[src/rtl/mem_burst_responder.sv]
// rtl/mem_burst_responder.sv - burst read/write responder serving an on-chip word array
// Commands are accepted in IDLE or DONE; read beats are registered one cycle after each READ edge.
module mem_burst_responder #(
  parameter int MAIN_MEM_ADDR_WIDTH = 32,
  parameter int BURST_WIDTH         = 6,
  parameter int DATA_WIDTH          = 16,
  parameter int DEPTH               = 256
) (
  input  logic                           w_clock,
  input  logic                           w_rst_n,
  input  logic [MAIN_MEM_ADDR_WIDTH-1:0] w_addr,
  input  logic                           w_rw,
  input  logic [BURST_WIDTH-1:0]         w_burst,
  input  logic [DATA_WIDTH-1:0]          w_wdata,
  input  logic                           w_wvalid,
  output logic [DATA_WIDTH-1:0]          w_rdata,
  output logic                           w_rvalid,
  output logic                           w_busy,
  output logic                           w_done,
  output logic                           w_err
);

  localparam int IDX_W = $clog2(DEPTH);
  localparam int SUM_W = (BURST_WIDTH > IDX_W) ? BURST_WIDTH : IDX_W;

  typedef enum logic [1:0] {IDLE, READ, WRITE, DONE} state_t;

  state_t                 state;
  state_t                 state_nxt;
  logic [IDX_W-1:0]       base;
  logic [BURST_WIDTH-1:0] len;
  logic [BURST_WIDTH-1:0] cnt;
  logic [SUM_W-1:0]       sum;
  logic [IDX_W-1:0]       idx;
  logic [DATA_WIDTH-1:0]  mem [DEPTH];

  logic cmd_present;
  logic addr_oob;
  logic at_last;
  logic accept;
  logic rd_beat;
  logic wr_beat;
  logic last_beat;
  logic cmd_collision;

  assign cmd_present = (w_burst != '0);
  assign addr_oob    = ((w_addr >> IDX_W) != '0);
  assign at_last     = (cnt == (len - BURST_WIDTH'(1)));

  // The sum is wide enough for either operand, so truncation gives the wrap modulo DEPTH.
  assign sum = SUM_W'(base) + SUM_W'(cnt);
  assign idx = sum[IDX_W-1:0];

  always_ff @(posedge w_clock) begin
    if (!w_rst_n) begin
      state <= IDLE;
    end else begin
      state <= state_nxt;
    end
  end

  always_comb begin
    state_nxt     = state;
    accept        = 1'b0;
    rd_beat       = 1'b0;
    wr_beat       = 1'b0;
    last_beat     = 1'b0;
    cmd_collision = 1'b0;
    case (state)
      IDLE, DONE: begin
        state_nxt = IDLE;
        if (cmd_present) begin
          accept    = 1'b1;
          state_nxt = w_rw ? READ : WRITE;
        end
      end
      READ: begin
        rd_beat       = 1'b1;
        last_beat     = at_last;
        cmd_collision = cmd_present;
        if (at_last) begin
          state_nxt = DONE;
        end
      end
      WRITE: begin
        cmd_collision = cmd_present;
        if (w_wvalid) begin
          wr_beat   = 1'b1;
          last_beat = at_last;
          if (at_last) begin
            state_nxt = DONE;
          end
        end
      end
      default: state_nxt = IDLE;
    endcase
  end

  always_ff @(posedge w_clock) begin
    if (!w_rst_n) begin
      w_rdata  <= '0;
      w_rvalid <= 1'b0;
      w_busy   <= 1'b0;
      w_done   <= 1'b0;
      w_err    <= 1'b0;
      base     <= '0;
      len      <= '0;
      cnt      <= '0;
    end else begin
      w_rvalid <= rd_beat;
      w_done   <= last_beat;
      if (accept) begin
        base   <= w_addr[IDX_W-1:0];
        len    <= w_burst;
        cnt    <= '0;
        w_busy <= 1'b1;
      end else begin
        if (last_beat) begin
          w_busy <= 1'b0;
        end
        if (rd_beat || wr_beat) begin
          cnt <= cnt + BURST_WIDTH'(1);
        end
      end
      if (rd_beat) begin
        w_rdata <= mem[idx];
      end
      if ((accept && addr_oob) || cmd_collision) begin
        w_err <= 1'b1;
      end
    end
  end

  // Array is deliberately not reset; a reset edge suppresses any pending write beat.
  always_ff @(posedge w_clock) begin
    if (w_rst_n && wr_beat) begin
      mem[idx] <= w_wdata;
    end
  end

endmodule

[config.mk]
export PLATFORM = sky130hd
export DESIGN_NAME = mem_burst_responder
export DESIGN_NICKNAME = d
export VERILOG_FILES = /design/src/rtl/mem_burst_responder.sv
export SDC_FILE = /design/constraint.sdc
export NUM_CORES = 2
export LEC_CHECK = 0
export BUFFER_PORTS_ARGS = -buffer_cell sky130_fd_sc_hd__buf_2
export CELL_PAD_IN_SITES_DETAIL_PLACEMENT = 1
export CELL_PAD_IN_SITES_GLOBAL_PLACEMENT = 1
export CORE_MARGIN = 4
export CORE_UTILIZATION = 53
export CTS_BUF_LIST = sky130_fd_sc_hd__clkbuf_4 sky130_fd_sc_hd__clkbuf_8
export DETAILED_ROUTE_END_ITERATION = 16
export PLACE_DENSITY = 0.77
export SLEW_MARGIN = 20
export SYNTH_ARGS = -nofsm -noshare
export SYNTH_HDL_FRONTEND = slang
export SYNTH_SLANG_ARGS = --single-unit
[constraint.sdc]
create_clock -name w_clock -period 11.2 [get_ports w_clock]
set_input_delay 0.56 -clock w_clock [delete_from_list [all_inputs] [get_ports w_clock]]
set_output_delay 0.56 -clock w_clock [all_outputs]
set_load 0.05 [all_outputs]
Yosys cells after proc, flatten, opt, wreduce, memory -nomap -nowiden
Memory sizes are Yosys's and may differ from the RTL's. A register that Yosys moved wholly into a read port is not among the register bits.
Index checks and enable logic that the tools add are counted.
{"block": "totals", "in_bits": 58, "register_bits": 26, "ramBits": 4096, "n_memories": 1}
{"block": "op_classes", "reduce_logical": 12, "mux": 17, "eq_ne": 5, "add_sub_neg": 3, "bitwise": 1}
{"name": "mem", "words": 256, "width": 16, "read_ports": 1, "rd_clocked_by_memory_dff": 1, "write_ports": 1, "line_no": "35", "source": "logic [DATA_WIDTH-1:0] mem [DEPTH];"}
{"cell": "32-bit nonzero test", "n": 1}
{"cell": "1-bit 2-to-1 mux", "n": 11}
{"cell": "8-bit by 6-bit adder with 8-bit output", "n": 1}
{"cell": "2-bit 2-to-1 mux", "n": 4}
{"cell": "6-bit by 1-bit adder with 6-bit output, second input constant", "n": 1}
{"cell": "6-bit equality test", "n": 1}
{"cell": "2-bit case mux with 3 select lines", "n": 1}
{"cell": "6-bit nonzero test", "n": 1}
{"cell": "2-bit OR reduction", "n": 3}
{"cell": "6-bit by 1-bit subtractor with 6-bit output, second input constant", "n": 1}
{"cell": "2-bit equality test, second input constant", "n": 2}
{"cell": "2-bit by 1-bit equality test with 1-bit output, second input constant", "n": 1}
{"cell": "1-bit logical AND", "n": 2}
{"cell": "2-bit zero test", "n": 1}
{"cell": "1-bit logical OR", "n": 2}
{"cell": "2-bit != test, second input constant", "n": 1}
{"cell": "1-bit case mux with 2 select lines", "n": 1}
{"cell": "2-bit nonzero test", "n": 1}
{"cell": "1-bit zero test", "n": 1}
{"cell": "1-bit inverter", "n": 1}

Depth between registers and ports, before layout
{"block": "logic_depth", "word_depth": 6, "ltp_mapped": 14}

Least setup slack after synthesis
OpenSTA, ideal clock, no wires.
{"block": "synth_path", "path_kind": "reg-to-reg", "start": "register cnt[0]", "end": "memory mem[219][0] (enable)", "period_less_slack_ps": 4091, "slack_ps": 7109, "arrival_ps": 3703, "path_stages_with_launch": 12, "path_buffers": 6, "cell_sequence": "dfxtp_1 ha_1 fa_1 buf_4 buf_2 buf_2 clkbuf_1 clkbuf_1 and3_1 nand3_1 clkbuf_1 nor2_1"}
{"block": "synth_via", "elab_chain_len": 1}
{"element": "start: declaration", "line_no": "32", "source": "logic [BURST_WIDTH-1:0] cnt;"}
{"element": "start signal: assignment", "line_no": "122", "source": "cnt <= cnt + BURST_WIDTH'(1);"}
{"element": "8-bit by 6-bit adder with 8-bit output", "line_no": "51", "source": "assign sum = SUM_W'(base) + SUM_W'(cnt);"}
{"element": "end: declaration", "line_no": "35"}
Every way passes these cells.

Worst setup path in the final report
{"block": "layout_path", "start": "register cnt[0]", "end": "register w_rdata[14], read port of mem"}
{"block": "layout_via", "elab_chain_len": 1}
{"element": "8-bit by 6-bit adder with 8-bit output", "line_no": "51"}
{"element": "end: declaration", "line_no": "16", "source": "output logic [DATA_WIDTH-1:0] w_rdata,"}
Every way passes these cells.
A chain may end at the register's enable or synchronous reset.

==> flow_summary.ini <==
[place]
placed_area_um2 = 166000
dp_hpwl_mm = 248
io_buffers = 77
routabilityCongestion = 0.845

[critical_path]
crit_end = w_rdata[14]
cp_max_fo = 58
crit_start = cnt[0]
crit_arrival_ns = 7.30
crit_buf_inv = 3
cpMostUsedCell = buf_4
crit-reg2reg-launch = cnt[0]
cp_cell_sequence = ha_4 -> fa_4 -> buf_4 -> buf_4 -> mux4_2 -> mux4_2 -> mux2i_1 -> o21ai_0 -> nor4_2 -> buf_4 -> a41oi_1
regToRegSetupSlack_ns = 4.96
reg2reg_to = w_rdata[14]
rr_worst_depth = 11
crit_path_top_delay_cell = fa_4
worst-setup-path-type = reg -> reg
critPathTopFamily = buffers and inverters
cp.depth = 11
critPathRequiredTime_ns = 12.26
worstSetupEndpointType = flop
start_kind = flop
critical-path-max-stage-delay_ns = 1.12

[global_route]
grt_use_total_pct = 28.7
antenna_found_initial = 29
grt_overflow_total = 0
grt_max_degree = 166
first_global_vias = 84600
grt_pass1_wl_mm = 633

[route]
drtIter0Drc = 11700
wire_per_inst_um = 36.4
vias = 80100
antenna_left = 0
wl_mm = 441
drc_errors = 0
drt-pass1-iter-count = 6
vias_per_cell = 6.61

[logic_synthesis]
syn_nets = 7012
yosys_most_used_dff = edfxtp_1
ys_seq_area_share_pct = 77.7
synthMostInstantiatedCell = edfxtp_1
ys.warnings.count = 0
synth_top_area_cell = edfxtp_1
synth-seq-cells = 4138
synth_area_per_cell_um2 = 23.0
async_reset_ff_share_pct = 0
syn_area_um2 = 159000
syn_inst = 6943
ys_types = 67
synth-edff-count = 4096
yosys-top-cells-area = edfxtp_1, mux4_2, mux2i_1
synthTopCellsByCount = edfxtp_1, mux4_2, nand2_1, nor2_1, clkbuf_1
yosys.area.top_type_share_pct = 77.2

[job]
maxCapViolCount = 0

[finish]
drive_above_1_share_pct = 32.9
final_util_pct = 59.8
num-nets-final = 7750
design_area_um2 = 179000
syn_to_final_growth_pct = 12.4

[power]
finalPower_mw = 40.3
internal-power_mw = 28.1
p_sw_mw = 12.1
power.density_nw_per_um2 = 225
swShare_pct = 30.1
ir_drop_mv = 0.220
p_leak_nw = 56.3
p_seq_share_pct = 42.6
p_clk_share_pct = 31.3
comb_power_share_pct = 26.1

[floorplan]
die_h_um = 556
initial_core_util_pct = 53.2
rows = 201
ios = 78
fp.dieW_um = 556
core_area_um2 = 300000
dieArea_um2 = 310000

[min_path]
hold_path.class = in -> reg
min_from = w_wdata[3]
whs_path_depth = 1

[sta]
min_period_over_period_pct = 55.7
slew_headroom_pct = 16.0
tightest_slew_ns = 1.26
setup_tns_ns = 0
min_period_ns = 6.24
final_hold_viol_count = 0
fin_skew_ns = 0.0929
slew_violations = 0
max_freq_mhz = 160
setup_viol_count_final = 0
rsz0062_at_grt = false

[clock_tree]
clock_path_buffers = 4
post_cts_buffers = 0
htree_levels = 6
cts_buffers = 644
path_clk_slew_ns = 0.07
insertion_delay_ns = 1.22
clock_sinks = 4138
cts_tree = done
root_buffer = clkbuf_8

[status]
status = complete, no violations
## layout by cell type (no fill, tap or decap), drive strengths merged, types with 9 or more instances in the layout
| cell type | synthesis | final |
|---|---|---|
| o211a | 13 | 13 |
| dfxtp | 42 | 42 |
| and3 | 9 | 9 |
| mux2i | 144 | 144 |
| xnor2 | 12 | 12 |
| or2 | 13 | 13 |
| a32oi | 18 | 18 |
| edfxtp | 4096 | 4096 |
| nor3 | 10 | 10 |
| o21ai | 70 | 70 |
| a41oi | 13 | 13 |
| nor2 | 280 | 280 |
| ha | 10 | 10 |
| dlygate4sd3 | 0 | 44 |
| a31oi | 17 | 17 |
| nand2 | 315 | 315 |
| buf | 221 | 437 |
| diode | 0 | 9 |
| inv | 8 | 46 |
| o22ai | 16 | 16 |
| nor4 | 21 | 21 |
| clkbuf | 172 | 860 |
| nand3 | 86 | 86 |
| a21oi | 62 | 62 |
| bufinv | 0 | 12 |
| clkinv | 0 | 211 |
| mux4 | 1187 | 1187 |
| a21boi | 13 | 13 |
## layout make-up
| cell class | instances | area [µm²] |
|---|---|---|
| Clock inverter | 263 | 1980 |
| Multi-Input combinational cell | 2404 | 33800 |
| Antenna cell | 9 | 22.5 |
| Inverter | 8 | 30.0 |
| Clock buffer | 856 | 10500 |
| Timing Repair Buffer | 485 | 3960 |
| Tap cell | 3958 | 4950 |
| Fill cell | 24500 | 120000 |
| Sequential cell | 4138 | 124000 |
## per-layer routing
| layer | up-vias | GRT usage [%] | share of wire [%] |
|---|---|---|---|
| li1 | 31000 | - | - |
| met1 | 42700 | 38.8 | 36 |
| met2 | 5402 | 45.5 | 49 |
| met3 | 1043 | 6.25 | 11 |
| met4 | 18 | 12.8 | 5.0 |
| met5 | - | 0 | 0.028 |
## per-stage QoR
step / instances / hold WS [ns] / setup slack (ns)
3_5_place_dp: 10900 / 0.487 / 5.13
3_3_place_gp: 10900 / 0.464 / 4.72
2_1_floorplan: 6943 / 0.448 / 7.11
4_1_cts: 12100 / 0.123 / 5.14
5_1_grt: 12100 / 0.209 / 4.85
6_report: 12100 / 0.166 / 4.96
## how the worst min path moves through the flow
stage,endpoint
after floorplan,base[2]
after global placement,base[3]
after detailed placement,base[2]
after CTS,mem[178][3]
after global routing,mem[178][3]
final,mem[178][3]
## logic make-up after synthesis
family / count (synthesis) / synth area share, %
compound gates: 273 / 1.13
mux: 1336 / 17.7
fa+ha+maj: 11 / 0.0911
xor+xnor: 17 / 0.0934
simple gates: 767 / 2.02
buf+inv: 401 / 1.25
flops: 4138 / 77.7
## repair_timing
| action | CTS | global route |
|---|---|---|
| resized for setup | 0 | 0 |
| endpoints found under the hold margin | 1173 | 36 |
| hold buffers | 43 | 1 |
## power groups by stage
stage | logic, mW | clock network [mW] | registers [mW]
2_1_floorplan | 7.06 | 0 | 17.5
3_3_place_gp | 10.2 | 0 | 17.5
3_5_place_dp | 10.4 | 0 | 17.5
4_1_cts | 10.5 | 12.8 | 17.2
5_1_grt | 11.0 | 13.5 | 17.2
6_report | 10.5 | 12.6 | 17.2
## state kept, by name, summed over array words and instances (netlist names)
signal,flops
mem,4096
w_rdata,16
base,8
cnt,6
len,6
state,2
w_busy,1
w_done,1
w_err,1
w_rvalid,1
Power figures use the tool's default switching activity.
